### src/rtl/fft4_frame_ctrl_if.sv
// Stream, fft4-operand and status bundle around fft4_frame_ctrl.
// master = the controller side, slave = source/sink/fft4 side.
interface fft4_frame_ctrl_if #(
   parameter int DATA_WIDTH = 8,
   parameter int CNT_WIDTH  = 16
);
   localparam int OW = DATA_WIDTH + 2;

   logic                         flush;
   logic                         clr_err;
   logic                         in_valid;
   logic                         in_ready;
   logic signed [DATA_WIDTH-1:0] in_real;
   logic signed [DATA_WIDTH-1:0] in_imag;
   logic                         fft_en;
   logic signed [DATA_WIDTH-1:0] fft_in0_real, fft_in0_imag, fft_in1_real, fft_in1_imag;
   logic signed [DATA_WIDTH-1:0] fft_in2_real, fft_in2_imag, fft_in3_real, fft_in3_imag;
   logic signed [OW-1:0]         fft_out0_real, fft_out0_imag, fft_out1_real, fft_out1_imag;
   logic signed [OW-1:0]         fft_out2_real, fft_out2_imag, fft_out3_real, fft_out3_imag;
   logic                         fft_yout_valid;
   logic                         out_valid;
   logic                         out_ready;
   logic signed [OW-1:0]         out_real;
   logic signed [OW-1:0]         out_imag;
   logic [1:0]                   out_idx;
   logic                         out_last;
   logic [CNT_WIDTH-1:0]         frame_cnt;
   logic                         err;

   modport master (
      input  flush, clr_err, in_valid, in_real, in_imag,
      input  fft_out0_real, fft_out0_imag, fft_out1_real, fft_out1_imag,
      input  fft_out2_real, fft_out2_imag, fft_out3_real, fft_out3_imag,
      input  fft_yout_valid, out_ready,
      output in_ready, fft_en,
      output fft_in0_real, fft_in0_imag, fft_in1_real, fft_in1_imag,
      output fft_in2_real, fft_in2_imag, fft_in3_real, fft_in3_imag,
      output out_valid, out_real, out_imag, out_idx, out_last, frame_cnt, err
   );

   modport slave (
      output flush, clr_err, in_valid, in_real, in_imag,
      output fft_out0_real, fft_out0_imag, fft_out1_real, fft_out1_imag,
      output fft_out2_real, fft_out2_imag, fft_out3_real, fft_out3_imag,
      output fft_yout_valid, out_ready,
      input  in_ready, fft_en,
      input  fft_in0_real, fft_in0_imag, fft_in1_real, fft_in1_imag,
      input  fft_in2_real, fft_in2_imag, fft_in3_real, fft_in3_imag,
      input  out_valid, out_real, out_imag, out_idx, out_last, frame_cnt, err
   );
endinterface

### src/rtl/fft4_frame_ctrl.sv
// Frames a sample stream into 4-point fft4 launches and drains bins 0..3; launch 1 cycle after 4th
// accept, first bin 1 cycle after yout_valid; input stalls (HOLD) while the previous frame is undrained.
module fft4_frame_ctrl #(
   parameter int DATA_WIDTH = 8,
   parameter int TIMEOUT    = 64,
   parameter int CNT_WIDTH  = 16
) (
   input logic               clk,
   input logic               rst,
   fft4_frame_ctrl_if.master bus
);
   localparam int OW = DATA_WIDTH + 2;
   localparam int TW = (TIMEOUT > 2) ? $clog2(TIMEOUT) : 1;

   typedef enum logic [1:0] {FILL, HOLD, LAUNCH, WAIT} state_t;

   state_t                       state, state_d;
   logic [1:0]                   cnt;
   logic [TW-1:0]                tcnt;
   logic signed [DATA_WIDTH-1:0] ibuf_re [4];
   logic signed [DATA_WIDTH-1:0] ibuf_im [4];
   logic signed [OW-1:0]         obuf_re [4];
   logic signed [OW-1:0]         obuf_im [4];
   logic                         obuf_full;
   logic [1:0]                   out_idx;
   logic [CNT_WIDTH-1:0]         frame_cnt;
   logic                         err;
   logic                         in_ready, fft_en, accept, capture, timeout;
   logic                         drain, drain_last, obuf_free;

   assign in_ready   = (state == FILL);
   assign fft_en     = (state == LAUNCH);
   assign accept     = bus.in_valid && in_ready && !bus.flush;
   assign drain      = obuf_full && bus.out_ready;
   assign drain_last = drain && (out_idx == 2'd3);
   // obuf counts as free when its last beat leaves this cycle, so a full frame can launch immediately
   assign obuf_free  = !obuf_full || drain_last;

   always_comb begin
      state_d = state;
      capture = 1'b0;
      timeout = 1'b0;
      case (state)
         FILL: begin
            if (accept && cnt == 2'd3)
               state_d = obuf_free ? LAUNCH : HOLD;
         end
         HOLD: begin
            if (obuf_free)
               state_d = LAUNCH;
         end
         LAUNCH: begin
            if (bus.fft_yout_valid) begin
               capture = 1'b1;
               state_d = FILL;
            end else begin
               state_d = WAIT;
            end
         end
         WAIT: begin
            if (bus.fft_yout_valid) begin
               capture = 1'b1;
               state_d = FILL;
            end else if (tcnt == TW'(TIMEOUT - 1)) begin
               timeout = 1'b1;
               state_d = FILL;
            end
         end
         default: state_d = FILL;
      endcase
      if (bus.flush) begin
         state_d = FILL;
         capture = 1'b0;
         timeout = 1'b0;
      end
   end

   always_ff @(posedge clk or posedge rst) begin
      if (rst) begin
         state     <= FILL;
         cnt       <= 2'd0;
         tcnt      <= '0;
         obuf_full <= 1'b0;
         out_idx   <= 2'd0;
         frame_cnt <= '0;
         err       <= 1'b0;
         for (int k = 0; k < 4; k++) begin
            ibuf_re[k] <= '0;
            ibuf_im[k] <= '0;
            obuf_re[k] <= '0;
            obuf_im[k] <= '0;
         end
      end else begin
         state <= state_d;

         if (state == LAUNCH)
            tcnt <= '0;
         else if (state == WAIT)
            tcnt <= tcnt + TW'(1);

         if (bus.flush) begin
            cnt <= 2'd0;
         end else if (accept) begin
            ibuf_re[cnt] <= bus.in_real;
            ibuf_im[cnt] <= bus.in_imag;
            cnt          <= cnt + 2'd1;
         end else if (capture || timeout) begin
            cnt <= 2'd0;
         end

         if (capture) begin
            obuf_re[0] <= bus.fft_out0_real;
            obuf_im[0] <= bus.fft_out0_imag;
            obuf_re[1] <= bus.fft_out1_real;
            obuf_im[1] <= bus.fft_out1_imag;
            obuf_re[2] <= bus.fft_out2_real;
            obuf_im[2] <= bus.fft_out2_imag;
            obuf_re[3] <= bus.fft_out3_real;
            obuf_im[3] <= bus.fft_out3_imag;
         end

         // capture and drain never overlap: launch only happens once obuf is free
         if (bus.flush) begin
            obuf_full <= 1'b0;
            out_idx   <= 2'd0;
         end else if (capture) begin
            obuf_full <= 1'b1;
         end else if (drain) begin
            if (out_idx == 2'd3) begin
               obuf_full <= 1'b0;
               out_idx   <= 2'd0;
               frame_cnt <= frame_cnt + CNT_WIDTH'(1);
            end else begin
               out_idx <= out_idx + 2'd1;
            end
         end

         if (timeout)
            err <= 1'b1;
         else if (bus.clr_err)
            err <= 1'b0;
      end
   end

   assign bus.in_ready     = in_ready;
   assign bus.fft_en       = fft_en;
   assign bus.fft_in0_real = ibuf_re[0];
   assign bus.fft_in0_imag = ibuf_im[0];
   assign bus.fft_in1_real = ibuf_re[1];
   assign bus.fft_in1_imag = ibuf_im[1];
   assign bus.fft_in2_real = ibuf_re[2];
   assign bus.fft_in2_imag = ibuf_im[2];
   assign bus.fft_in3_real = ibuf_re[3];
   assign bus.fft_in3_imag = ibuf_im[3];
   assign bus.out_valid    = obuf_full;
   assign bus.out_real     = obuf_re[out_idx];
   assign bus.out_imag     = obuf_im[out_idx];
   assign bus.out_idx      = out_idx;
   assign bus.out_last     = (out_idx == 2'd3);
   assign bus.frame_cnt    = frame_cnt;
   assign bus.err          = err;
endmodule
### src/flat_wrapper.sv
// flat-port wrapper written by rule: the top's interface ports become plain ports
module fft4_frame_ctrl_flat 
#(
   parameter int DATA_WIDTH = 8,
   parameter int TIMEOUT    = 64,
   parameter int CNT_WIDTH  = 16
)
  (clk, rst, bus_flush, bus_clr_err, bus_in_valid, bus_in_real, bus_in_imag, bus_fft_out0_real, bus_fft_out0_imag, bus_fft_out1_real, bus_fft_out1_imag, bus_fft_out2_real, bus_fft_out2_imag, bus_fft_out3_real, bus_fft_out3_imag, bus_fft_yout_valid, bus_out_ready, bus_in_ready, bus_fft_en, bus_fft_in0_real, bus_fft_in0_imag, bus_fft_in1_real, bus_fft_in1_imag, bus_fft_in2_real, bus_fft_in2_imag, bus_fft_in3_real, bus_fft_in3_imag, bus_out_valid, bus_out_real, bus_out_imag, bus_out_idx, bus_out_last, bus_frame_cnt, bus_err);
  fft4_frame_ctrl_if #(.DATA_WIDTH(DATA_WIDTH), .CNT_WIDTH(CNT_WIDTH)) bus_i ();
  input logic clk;
  input logic rst;
  input wire logic [$bits(bus_i.flush)-1:0] bus_flush;
  input wire logic [$bits(bus_i.clr_err)-1:0] bus_clr_err;
  input wire logic [$bits(bus_i.in_valid)-1:0] bus_in_valid;
  input wire logic [$bits(bus_i.in_real)-1:0] bus_in_real;
  input wire logic [$bits(bus_i.in_imag)-1:0] bus_in_imag;
  input wire logic [$bits(bus_i.fft_out0_real)-1:0] bus_fft_out0_real;
  input wire logic [$bits(bus_i.fft_out0_imag)-1:0] bus_fft_out0_imag;
  input wire logic [$bits(bus_i.fft_out1_real)-1:0] bus_fft_out1_real;
  input wire logic [$bits(bus_i.fft_out1_imag)-1:0] bus_fft_out1_imag;
  input wire logic [$bits(bus_i.fft_out2_real)-1:0] bus_fft_out2_real;
  input wire logic [$bits(bus_i.fft_out2_imag)-1:0] bus_fft_out2_imag;
  input wire logic [$bits(bus_i.fft_out3_real)-1:0] bus_fft_out3_real;
  input wire logic [$bits(bus_i.fft_out3_imag)-1:0] bus_fft_out3_imag;
  input wire logic [$bits(bus_i.fft_yout_valid)-1:0] bus_fft_yout_valid;
  input wire logic [$bits(bus_i.out_ready)-1:0] bus_out_ready;
  output wire logic [$bits(bus_i.in_ready)-1:0] bus_in_ready;
  output wire logic [$bits(bus_i.fft_en)-1:0] bus_fft_en;
  output wire logic [$bits(bus_i.fft_in0_real)-1:0] bus_fft_in0_real;
  output wire logic [$bits(bus_i.fft_in0_imag)-1:0] bus_fft_in0_imag;
  output wire logic [$bits(bus_i.fft_in1_real)-1:0] bus_fft_in1_real;
  output wire logic [$bits(bus_i.fft_in1_imag)-1:0] bus_fft_in1_imag;
  output wire logic [$bits(bus_i.fft_in2_real)-1:0] bus_fft_in2_real;
  output wire logic [$bits(bus_i.fft_in2_imag)-1:0] bus_fft_in2_imag;
  output wire logic [$bits(bus_i.fft_in3_real)-1:0] bus_fft_in3_real;
  output wire logic [$bits(bus_i.fft_in3_imag)-1:0] bus_fft_in3_imag;
  output wire logic [$bits(bus_i.out_valid)-1:0] bus_out_valid;
  output wire logic [$bits(bus_i.out_real)-1:0] bus_out_real;
  output wire logic [$bits(bus_i.out_imag)-1:0] bus_out_imag;
  output wire logic [$bits(bus_i.out_idx)-1:0] bus_out_idx;
  output wire logic [$bits(bus_i.out_last)-1:0] bus_out_last;
  output wire logic [$bits(bus_i.frame_cnt)-1:0] bus_frame_cnt;
  output wire logic [$bits(bus_i.err)-1:0] bus_err;
  assign bus_i.flush = bus_flush;
  assign bus_i.clr_err = bus_clr_err;
  assign bus_i.in_valid = bus_in_valid;
  assign bus_i.in_real = bus_in_real;
  assign bus_i.in_imag = bus_in_imag;
  assign bus_i.fft_out0_real = bus_fft_out0_real;
  assign bus_i.fft_out0_imag = bus_fft_out0_imag;
  assign bus_i.fft_out1_real = bus_fft_out1_real;
  assign bus_i.fft_out1_imag = bus_fft_out1_imag;
  assign bus_i.fft_out2_real = bus_fft_out2_real;
  assign bus_i.fft_out2_imag = bus_fft_out2_imag;
  assign bus_i.fft_out3_real = bus_fft_out3_real;
  assign bus_i.fft_out3_imag = bus_fft_out3_imag;
  assign bus_i.fft_yout_valid = bus_fft_yout_valid;
  assign bus_i.out_ready = bus_out_ready;
  assign bus_in_ready = bus_i.in_ready;
  assign bus_fft_en = bus_i.fft_en;
  assign bus_fft_in0_real = bus_i.fft_in0_real;
  assign bus_fft_in0_imag = bus_i.fft_in0_imag;
  assign bus_fft_in1_real = bus_i.fft_in1_real;
  assign bus_fft_in1_imag = bus_i.fft_in1_imag;
  assign bus_fft_in2_real = bus_i.fft_in2_real;
  assign bus_fft_in2_imag = bus_i.fft_in2_imag;
  assign bus_fft_in3_real = bus_i.fft_in3_real;
  assign bus_fft_in3_imag = bus_i.fft_in3_imag;
  assign bus_out_valid = bus_i.out_valid;
  assign bus_out_real = bus_i.out_real;
  assign bus_out_imag = bus_i.out_imag;
  assign bus_out_idx = bus_i.out_idx;
  assign bus_out_last = bus_i.out_last;
  assign bus_frame_cnt = bus_i.frame_cnt;
  assign bus_err = bus_i.err;
  fft4_frame_ctrl #(.DATA_WIDTH(DATA_WIDTH), .TIMEOUT(TIMEOUT), .CNT_WIDTH(CNT_WIDTH)) u_core (.clk(clk), .rst(rst), .bus(bus_i));
endmodule
### config.mk
export PLATFORM = sky130hd
export DESIGN_NAME = fft4_frame_ctrl_flat
export DESIGN_NICKNAME = d
export VERILOG_FILES = /design/src/rtl/fft4_frame_ctrl_if.sv /design/src/rtl/fft4_frame_ctrl.sv /design/src/flat_wrapper.sv
export SDC_FILE = /design/constraint.sdc
export NUM_CORES = 1
export LEC_CHECK = 0
export CAP_MARGIN = 5
export CORE_MARGIN = 4
export CORE_UTILIZATION = 40
export DETAILED_ROUTE_END_ITERATION = 7
export GPL_ROUTABILITY_DRIVEN = 0
export GPL_TIMING_DRIVEN = 0
export PLACE_DENSITY = 0.68
export SYNTH_ARGS = -nofsm -noshare
export SYNTH_HDL_FRONTEND = slang
export SYNTH_SLANG_ARGS = --single-unit
export TNS_END_PERCENT = 5
### constraint.sdc
create_clock -name clk -period 12.4 [get_ports clk]
set_clock_uncertainty 0.1 [all_clocks]
set_input_delay 1.24 -clock clk [delete_from_list [all_inputs] [get_ports clk]]
set_output_delay 1.24 -clock clk [all_outputs]
set_load 0.01 [all_outputs]
Word-level counts from Yosys, hierarchy flattened

Index checks and enable logic that the tools add are counted.

Bitwise operators: 4
Add/sub/neg operators: 4
Muxes and demuxes: 40
Reduce and logical (&&, ||, !) cells: 23
Eq/ne operators: 10
$lt $le $gt $ge: 3

Operators by type and width:

| cell                                                        | count |
|---|---|
| bitwise mux 32 bit                                          | 2 |
| binary-select mux 10 bit (select 2 bit)                     | 2 |
| 2-to-1 mux 10 bit                                           | 4 |
| 2-to-1 mux 2 bit                                            | 14 |
| adder 16 x 1 -> 16 bit (second input constant)              | 1 |
| demux 8 bit (select 2 bit)                                  | 1 |
| 2-to-1 mux 1 bit                                            | 13 |
| 2-to-1 mux 6 bit                                            | 2 |
| nonzero test 3 bit                                          | 3 |
| == test 2 bit (second input constant)                       | 4 |
| 2-to-1 mux 8 bit                                            | 1 |
| one-hot mux 2 bit (4 select lines)                          | 1 |
| adder 6 x 1 -> 6 bit (second input constant)                | 1 |
| == test 6 bit (second input constant)                       | 1 |
| greater-or-equal comparator 3 bit (second input constant)   | 2 |
| logical AND 1 bit                                           | 6 |
| NOT 2 -> 3 bit                                              | 2 |
| AND reduction 2 bit                                         | 3 |
| nonzero test 2 bit                                          | 3 |
| adder 2 x 1 -> 2 bit (second input constant)                | 2 |
| != test 4 x 3 -> 1 bit (second input constant)              | 1 |
| AND reduction 4 bit                                         | 1 |
| less-than comparator 3 x 1 -> 1 bit (second input constant) | 1 |
| != test 3 x 2 -> 1 bit (second input constant)              | 1 |
| 9 further kinds                                             | 12 |

Register bits after elaboration: 174
Word-level logic and storage cells: 107
Output and inout port bits: 107

Longest topological paths before layout

Gate-level depths: netlist of the first run.

Word-level depth: 9
Gate-level depth with buffers: 6

Worst setup path after synthesis of the first run

OpenSTA, ideal clock, no wires.

Path type: register to output
Start point: register u_core.out_idx[1] (netlist: u_core.bus.out_idx[1])
End point: output port bus_out_real[0]
Slack: 9.598 ns
Cell stages (with the launch flop): 4
Arrival time: 1.462 ns
Path through: dfrtp_1 buf_2 buf_1 mux4_2

Longest elaborated chain between the ends: 4

Ends and longest elaborated chain:

| what                                                  | line                   | source |
|---|---|---|
| start: declaration                                    | fft4_frame_ctrl.sv:25  | `logic [1:0] out_idx;` |
| start signal: assignment                              | fft4_frame_ctrl.sv:134 | `out_idx <= out_idx + 2'd1;` |
| NOT 2 -> 3 bit (not written as such)                  | fft4_frame_ctrl.sv:156 | `assign bus.out_real = obuf_re[out_idx];` |
| binary-select mux 10 bit (select 2 bit)               | fft4_frame_ctrl.sv:156 |  |
| 2-to-1 mux 10 bit (not written as such) (2 in series) | fft4_frame_ctrl.sv:156 |  |
| end: declaration                                      | flat_wrapper.sv:38     | `output wire logic [$bits(bus_i.out_real)-1:0] bus_out_real;` |

No other way between the ends. The select of a mux whose other input is x is not followed.

Worst setup path after layout of the first run

Start point: register u_core.out_idx[1] (netlist: u_core.bus.out_idx[1])
End point: output port bus_out_real[8]

Same word-level chain as after synthesis.

==> reports/qor.txt, run 1 <==
switching power: 396 µW
PD cells: 149 mW/mm²
die height: 145 µm
diodes inserted: 0
Vias/cell: 5.09
IO Count: 210
Slew headroom: 50.5%
CTS Sinks: 174
CP max-delay cell: buf_1
worst path cell trace: buf_2, buf_1, mux4_2, clkdlybuf4s50_1
Final HPWL DP: 13200 µm
Hold Crit Class: register to register
fillers: 1501
WP data required: 11.06 ns
Routed Antenna Nets: 0
Cell Rows: 49
final instance area: 0.0105 mm²
Worst-path clk slew: 0.06 ns
sw frac: 25.3%
post-route setup TNS: 0 ns
CTS H-Tree Depth: 4
internal power: 1170 µW
power share of the clock group: 31.7%
hold_buf cts: 0
GRT Resource Usage Total: 17.5%
RSZ-0062 raised after global routing: false
R2R Path End: u_core.bus.frame_cnt[7]$_DFFE_PP0P_
antenna violations before repair: 1
dpl cells: 924
Max Fclk: 243 MHz
crit path to: bus_out_real[8]
Nets: 824
1st-pass router iterations: 5
Port-buffer cells: 208
Area Growth Syn to Fin: 39.0%
FF-to-FF Start: u_core.bus.out_idx[0]$_DFFE_PP0P_
Post-Synthesis Cells: 486
CP max stage delay: 0.61 ns
critical path arrival: 2.78 ns
core area: 0.0183 mm²
post-synthesis cell type count: 39
CTS tree: yes
CTS buffer count: 17
Final Setup Violations: 0
Pleak: 0.00483 µW
FF-to-FF path depth: 6
Final Hold Vio Count: 0
Initial Util: 41.3%
synthesized area: 0.00755 mm²
Final Cycle Share: 33.2%
fin cells: 956
die area: 0.0211 mm²
insertion delay to the later sink of the worst-skew pair: 0.42 ns
Max Cap Violations: 0
Gate power share: 22.8%
CTS-repair resized insts: 0
status: finished clean
clock root buffer: clkbuf_16
clock tree buffer depth: 2
# Post-CTS Setup Buffers: 0
Mapped Nets: 596
Post-route DRC: 0
share of cells above drive strength 1: 30.4%
critical path class: register to output pin
global-route wire length before repair: 29800 µm
Flop pwr share: 45.5%
critical path fanouts, max: 10
Max rail drop VDD: 0.0894 mV
Least-Margin Pin Slew: 0.742 ns
flop2flop setup slack: 10.37 ns
Area after DPL: 0.00996 mm²
per-cell routed wire length: 19.0 µm
Avg Inst Size Synth: 15.5 µm²
CP Launch Point: u_core.bus.out_idx[1]$_DFFE_PP0P_
Yosys reg bits: 174
synth warn: 0
largest net degree at the start of global routing: 125
total length of routed wires: 18200 µm
grt ovf: 0
sequential area share after synthesis: 57.6%
number of global-route vias before repair: 5396
fin worst setup slack: 8.28 ns
routed via count: 4866
startpoint types: register
Setup WS pre-CTS: 8.62 ns
CP endpoint kind: output pin
1st-iter DRT viols: 233
Pwr Total: 1570 µW
minimum clock period: 4.12 ns
Max Transition Viols Final: 0
die width: 145 µm
## power groups by stage
stage	Sequential, µW	Clock, µW	Combinational (µW)
floorplan	737	0	139
global placement	718	0	352
detailed placement	722	0	361
CTS	712	508	363
global route	723	532	379
finish	712	497	357
## flip-flops by register name, indices dropped and copies added, names as in the netlist
| signal | count |
|---|---|
| u_core.bus.err | 1 |
| u_core.bus.fft_in0_imag | 8 |
| u_core.bus.fft_in0_real | 8 |
| u_core.bus.fft_in1_imag | 8 |
| u_core.bus.fft_in1_real | 8 |
| u_core.bus.fft_in2_imag | 8 |
| u_core.bus.fft_in2_real | 8 |
| u_core.bus.fft_in3_imag | 8 |
| u_core.bus.fft_in3_real | 8 |
| u_core.bus.frame_cnt | 16 |
| u_core.bus.out_idx | 2 |
| u_core.bus.out_valid | 1 |
| u_core.cnt | 2 |
| u_core.obuf_im | 40 |
| u_core.obuf_re | 40 |
| u_core.state | 2 |
| u_core.tcnt | 6 |
## cell usage in the layout (no fill, tap or decap), types with 4 or more instances in the layout
master,netlist,routed
inv_1,9,8
dfrtp_1,174,174
clkdlybuf4s50_1,0,208
mux2_4,40,40
nor2_1,8,8
nand4_1,5,5
nand2_4,4,4
ha_1,7,7
a21oi_1,6,6
clkbuf_16,0,17
xor2_1,7,7
mux2_2,104,104
buf_2,11,11
o21ai_0,10,10
nor3_1,4,4
and3_1,4,4
nand3_1,10,10
buf_6,5,5
mux4_2,20,20
xnor2_1,9,9
clkbuf_1,4,6
nand2_1,16,16
## metrics by stage
stage | hold slack, ns | utilization (%)
final | 0.392 | 57.5
after global placement | 0.362 | 54.3
after detailed placement | 0.374 | 54.5
after global routing | 0.409 | 57.5
after CTS | 0.392 | 57.5
after floorplan | 0.374 | -
## synthesized netlist by cell type (all sizes together)
library cell    n  area (µm²)
and3            4        25.0
nor3            5        36.3
and2            2        12.5
nor2            8        30.0
ha              7        87.6
a21boi          1        7.51
or2             1        6.26
nand2          20         105
buf            18         119
xor2            7        61.3
mux2          144        1770
and4            2        17.5
dfrtp         174        4350
nor4            1        12.5
nor2b           3        18.8
nand4           5        31.3
inv             9        33.8
xnor2           9        78.8
mux4           20         450
o21ai          10        50.1
or3             1        6.26
nor3b           3        22.5
a21bo           1        10.0
or4b            1        13.8
a21oi           6        30.0
a22o            2        17.5
o21a            2        15.0
nand3b          3        35.0
nand3          10        50.1
a41oi           1        8.76
clkbuf          4        15.0
nand2b          2        20.0
## how the worst min path moves through the flow
stage | start | end | slack (ns) | depth (start not counted)
5_1_grt | u_core.bus.frame_cnt[15]$_DFFE_PP0P_ | u_core.bus.frame_cnt[15]$_DFFE_PP0P_ | 0.41 | 1
3_5_place_dp | u_core.bus.frame_cnt[15]$_DFFE_PP0P_ | u_core.bus.frame_cnt[15]$_DFFE_PP0P_ | 0.37 | 1
3_3_place_gp | u_core.bus.frame_cnt[15]$_DFFE_PP0P_ | u_core.bus.frame_cnt[15]$_DFFE_PP0P_ | 0.36 | 1
6_report | u_core.bus.frame_cnt[15]$_DFFE_PP0P_ | u_core.bus.frame_cnt[15]$_DFFE_PP0P_ | 0.39 | 1
4_1_cts | u_core.bus.frame_cnt[15]$_DFFE_PP0P_ | u_core.bus.frame_cnt[15]$_DFFE_PP0P_ | 0.39 | 1
2_1_floorplan | u_core.obuf_im[10]$_DFFE_PP0P_ | u_core.obuf_im[10]$_DFFE_PP0P_ | 0.37 | 1
## worst max-delay path, delay by kind of cell (launching register included)
family   cells  cell delay (ns)
buf+inv      3             1.47
mux          1             0.41
flops        1             0.47
## cell families after synthesis
family                   count (synthesis)  share of synthesized area [%]
flip-flops                             174                           57.6
multiplexers                           164                           29.4
AND/OR/NAND/NOR                         71                           5.86
buffers and inverters                   31                           2.22
AO/OA/AOI/OAI                           23                           1.84
XOR/XNOR                                16                           1.86
adder cells (fa/ha/maj)                  7                           1.16
## routing by layer
| metal | share of wire, % | track usage, % | vias up |
|---|---|---|---|
| li1 | - | - | 2203 |
| met1 | 44 | 23.2 | 2495 |
| met2 | 49 | 28.3 | 149 |
| met3 | 6.5 | 5.89 | 17 |
| met4 | 0.81 | 3.66 | 2 |
| met5 | 0.072 | 0 | - |
## layout make-up
cell class	instances	area (µm²)	share of cell area, %
buffer	22	134	1.27
clock buffer	21	460	4.38
clock inverter	11	85.1	0.810
inverter	9	41.3	0.393
multi-input combinational	281	3030	28.9
sequential	174	4350	41.5
tap	229	287	2.73
timing repair buffer	209	2110	20.1
Note: power is estimated with default switching activity, not from simulation.
==> run 2, diff against run 1 <==
clock period = 3.95 ns   (was 12.4 ns; I/O delays follow)
==> reports/qor.txt, run 2 (synthesis gave the netlist of run 1 again) <==
clock root buffer: clkbuf_16
Nets: 827
Final Setup Violations: 0
CP Launch Point: u_core.bus.out_idx[1]$_DFFE_PP0P_
CTS H-Tree Depth: 4
WP data required: 3.45 ns
CTS Sinks: 174
hold_buf cts: 0
Max rail drop VDD: 0.291 mV
CP endpoint kind: output pin
sw frac: 25.2%
routed via count: 4846
commonest non-fill, non-tap cell in the layout: clkdlybuf4s50_1
core area: 0.0183 mm²
share of cells above drive strength 1: 30.8%
Top Registers: u_core.obuf_im (40), u_core.obuf_re (40), u_core.bus.frame_cnt (16)
die width: 145 µm
R2R Path End: u_core.bus.frame_cnt[12]$_DFFE_PP0P_
status: finished clean
final instance area: 0.0106 mm²
Hold Crit Class: input pin to register
Pwr Total: 4930 µW
switching power: 1240 µW
internal power: 3690 µW
Worst-path clk slew: 0.07 ns
CTS-repair resized insts: 0
flop2flop setup slack: 1.94 ns
critical path fanouts, max: 10
Port-buffer cells: 208
Setup WS pre-CTS: 1.03 ns
Max Transition Viols Final: 0
PD cells: 467 mW/mm²
FF-to-FF Start: u_core.bus.out_idx[0]$_DFFE_PP0P_
minimum clock period: 3.36 ns
number of global-route vias before repair: 5437
final hold slack: 0.190 ns
1st-iter DRT viols: 149
CTS buffer count: 17
Max Cap Violations: 0
1st-pass router iterations: 4
Final Hold Vio Count: 0
Area Growth Syn to Fin: 39.8%
per-cell routed wire length: 19.1 µm
Final Cycle Share: 85.0%
# Post-CTS Setup Buffers: 0
Flop pwr share: 45.3%
fin worst setup slack: 0.591 ns
GRT Resource Usage Total: 17.7%
FF-to-FF path depth: 5
RSZ-0062 raised after global routing: false
power share of the clock group: 31.8%
Final HPWL DP: 13600 µm
IO Count: 210
grt ovf: 0
Gate power share: 22.9%
Vias/cell: 5.05
crit path to: bus_out_real[8]
largest net degree at the start of global routing: 46
total length of routed wires: 18300 µm
Least-Margin Pin Slew: 0.769 ns
most frequent cells in the layout: 208 x clkdlybuf4s50_1, 174 x dfrtp_1, 104 x mux2_2
critical path arrival: 2.86 ns
global-route wire length before repair: 29800 µm
Slew headroom: 48.8%
Routed Antenna Nets: 0
startpoint types: register
Cell Rows: 49
antenna violations before repair: 0
Pleak: 0.00486 µW
diodes inserted: 0
Hold Crit Start: bus_flush
clock tree buffer depth: 2
insertion delay to the later sink of the worst-skew pair: 0.42 ns
Post-route DRC: 0
critical path class: register to output pin
Area after DPL: 0.0100 mm²
Initial Util: 41.3%
Max Fclk: 298 MHz
die area: 0.0211 mm²
CTS tree: yes
die height: 145 µm
==> run 2: changes by cell type in the layout (fill, tap and decap cells not counted) <==
cell      previous run  this run
buf_12               0         4
buf_16               1         0
clkbuf_1             6         5
clkbuf_8             2         3
clkinv_2             2         3
inv_8                1         0
==> run 2: worst min-delay path by stage <==
stage / cells past startpoint / end / slack (ns)
5_1_grt: 2 / u_core.bus.out_idx[1]$_DFFE_PP0P_ / 0.20
3_3_place_gp: 1 / u_core.bus.frame_cnt[15]$_DFFE_PP0P_ / 0.36
3_5_place_dp: 1 / u_core.bus.frame_cnt[15]$_DFFE_PP0P_ / 0.37
4_1_cts: 2 / u_core.bus.out_idx[1]$_DFFE_PP0P_ / 0.18
6_report: 2 / u_core.bus.out_idx[1]$_DFFE_PP0P_ / 0.19
2_1_floorplan: 1 / u_core.obuf_im[10]$_DFFE_PP0P_ / 0.37
==> run 2: final cells by class <==
cell class | instances | area (µm²)
Buffer | 22 | 134
Clock buffer | 21 | 470
Clock inverter | 11 | 82.6
Fill cell | 1453 | 7710
Inverter | 9 | 37.5
Multi-Input combinational cell | 281 | 3030
Sequential cell | 174 | 4350
Tap cell | 229 | 287
Timing Repair Buffer | 212 | 2160
==> run 2: stage by stage <==
step	setup TNS [ns]	utilization, %	cells
after floorplan	0	-	486
after global placement	-5.39	54.3	923
after detailed placement	0	54.8	927
after CTS	0	57.8	959
after global routing	0	57.8	959
final	0	57.8	959
==> run 2: power groups by stage <==
stage	logic (µW)	clock network, µW	registers, µW
3_3_place_gp	1110	0	2250
4_1_cts	1150	1610	2240
2_1_floorplan	437	0	2310
6_report	1130	1570	2230
5_1_grt	1190	1690	2270
3_5_place_dp	1140	0	2270
==> run 2: per-layer routing <==
layer | global-route usage, % | vias to the layer above | wire length, µm
met5 | 0 | - | 0
met4 | 4.65 | 0 | 206
met3 | 6.57 | 14 | 1260
met2 | 28.5 | 143 | 8840
met1 | 22.7 | 2479 | 8030
li1 | - | 2210 | -
==> run 2: critical path, cell delays in order, from the launching register on <==
cell and delay [ns]:
dfrtp_1 0.49, buf_2 0.37, buf_1 0.63, mux4_2 0.41
clkdlybuf4s50_1 0.54
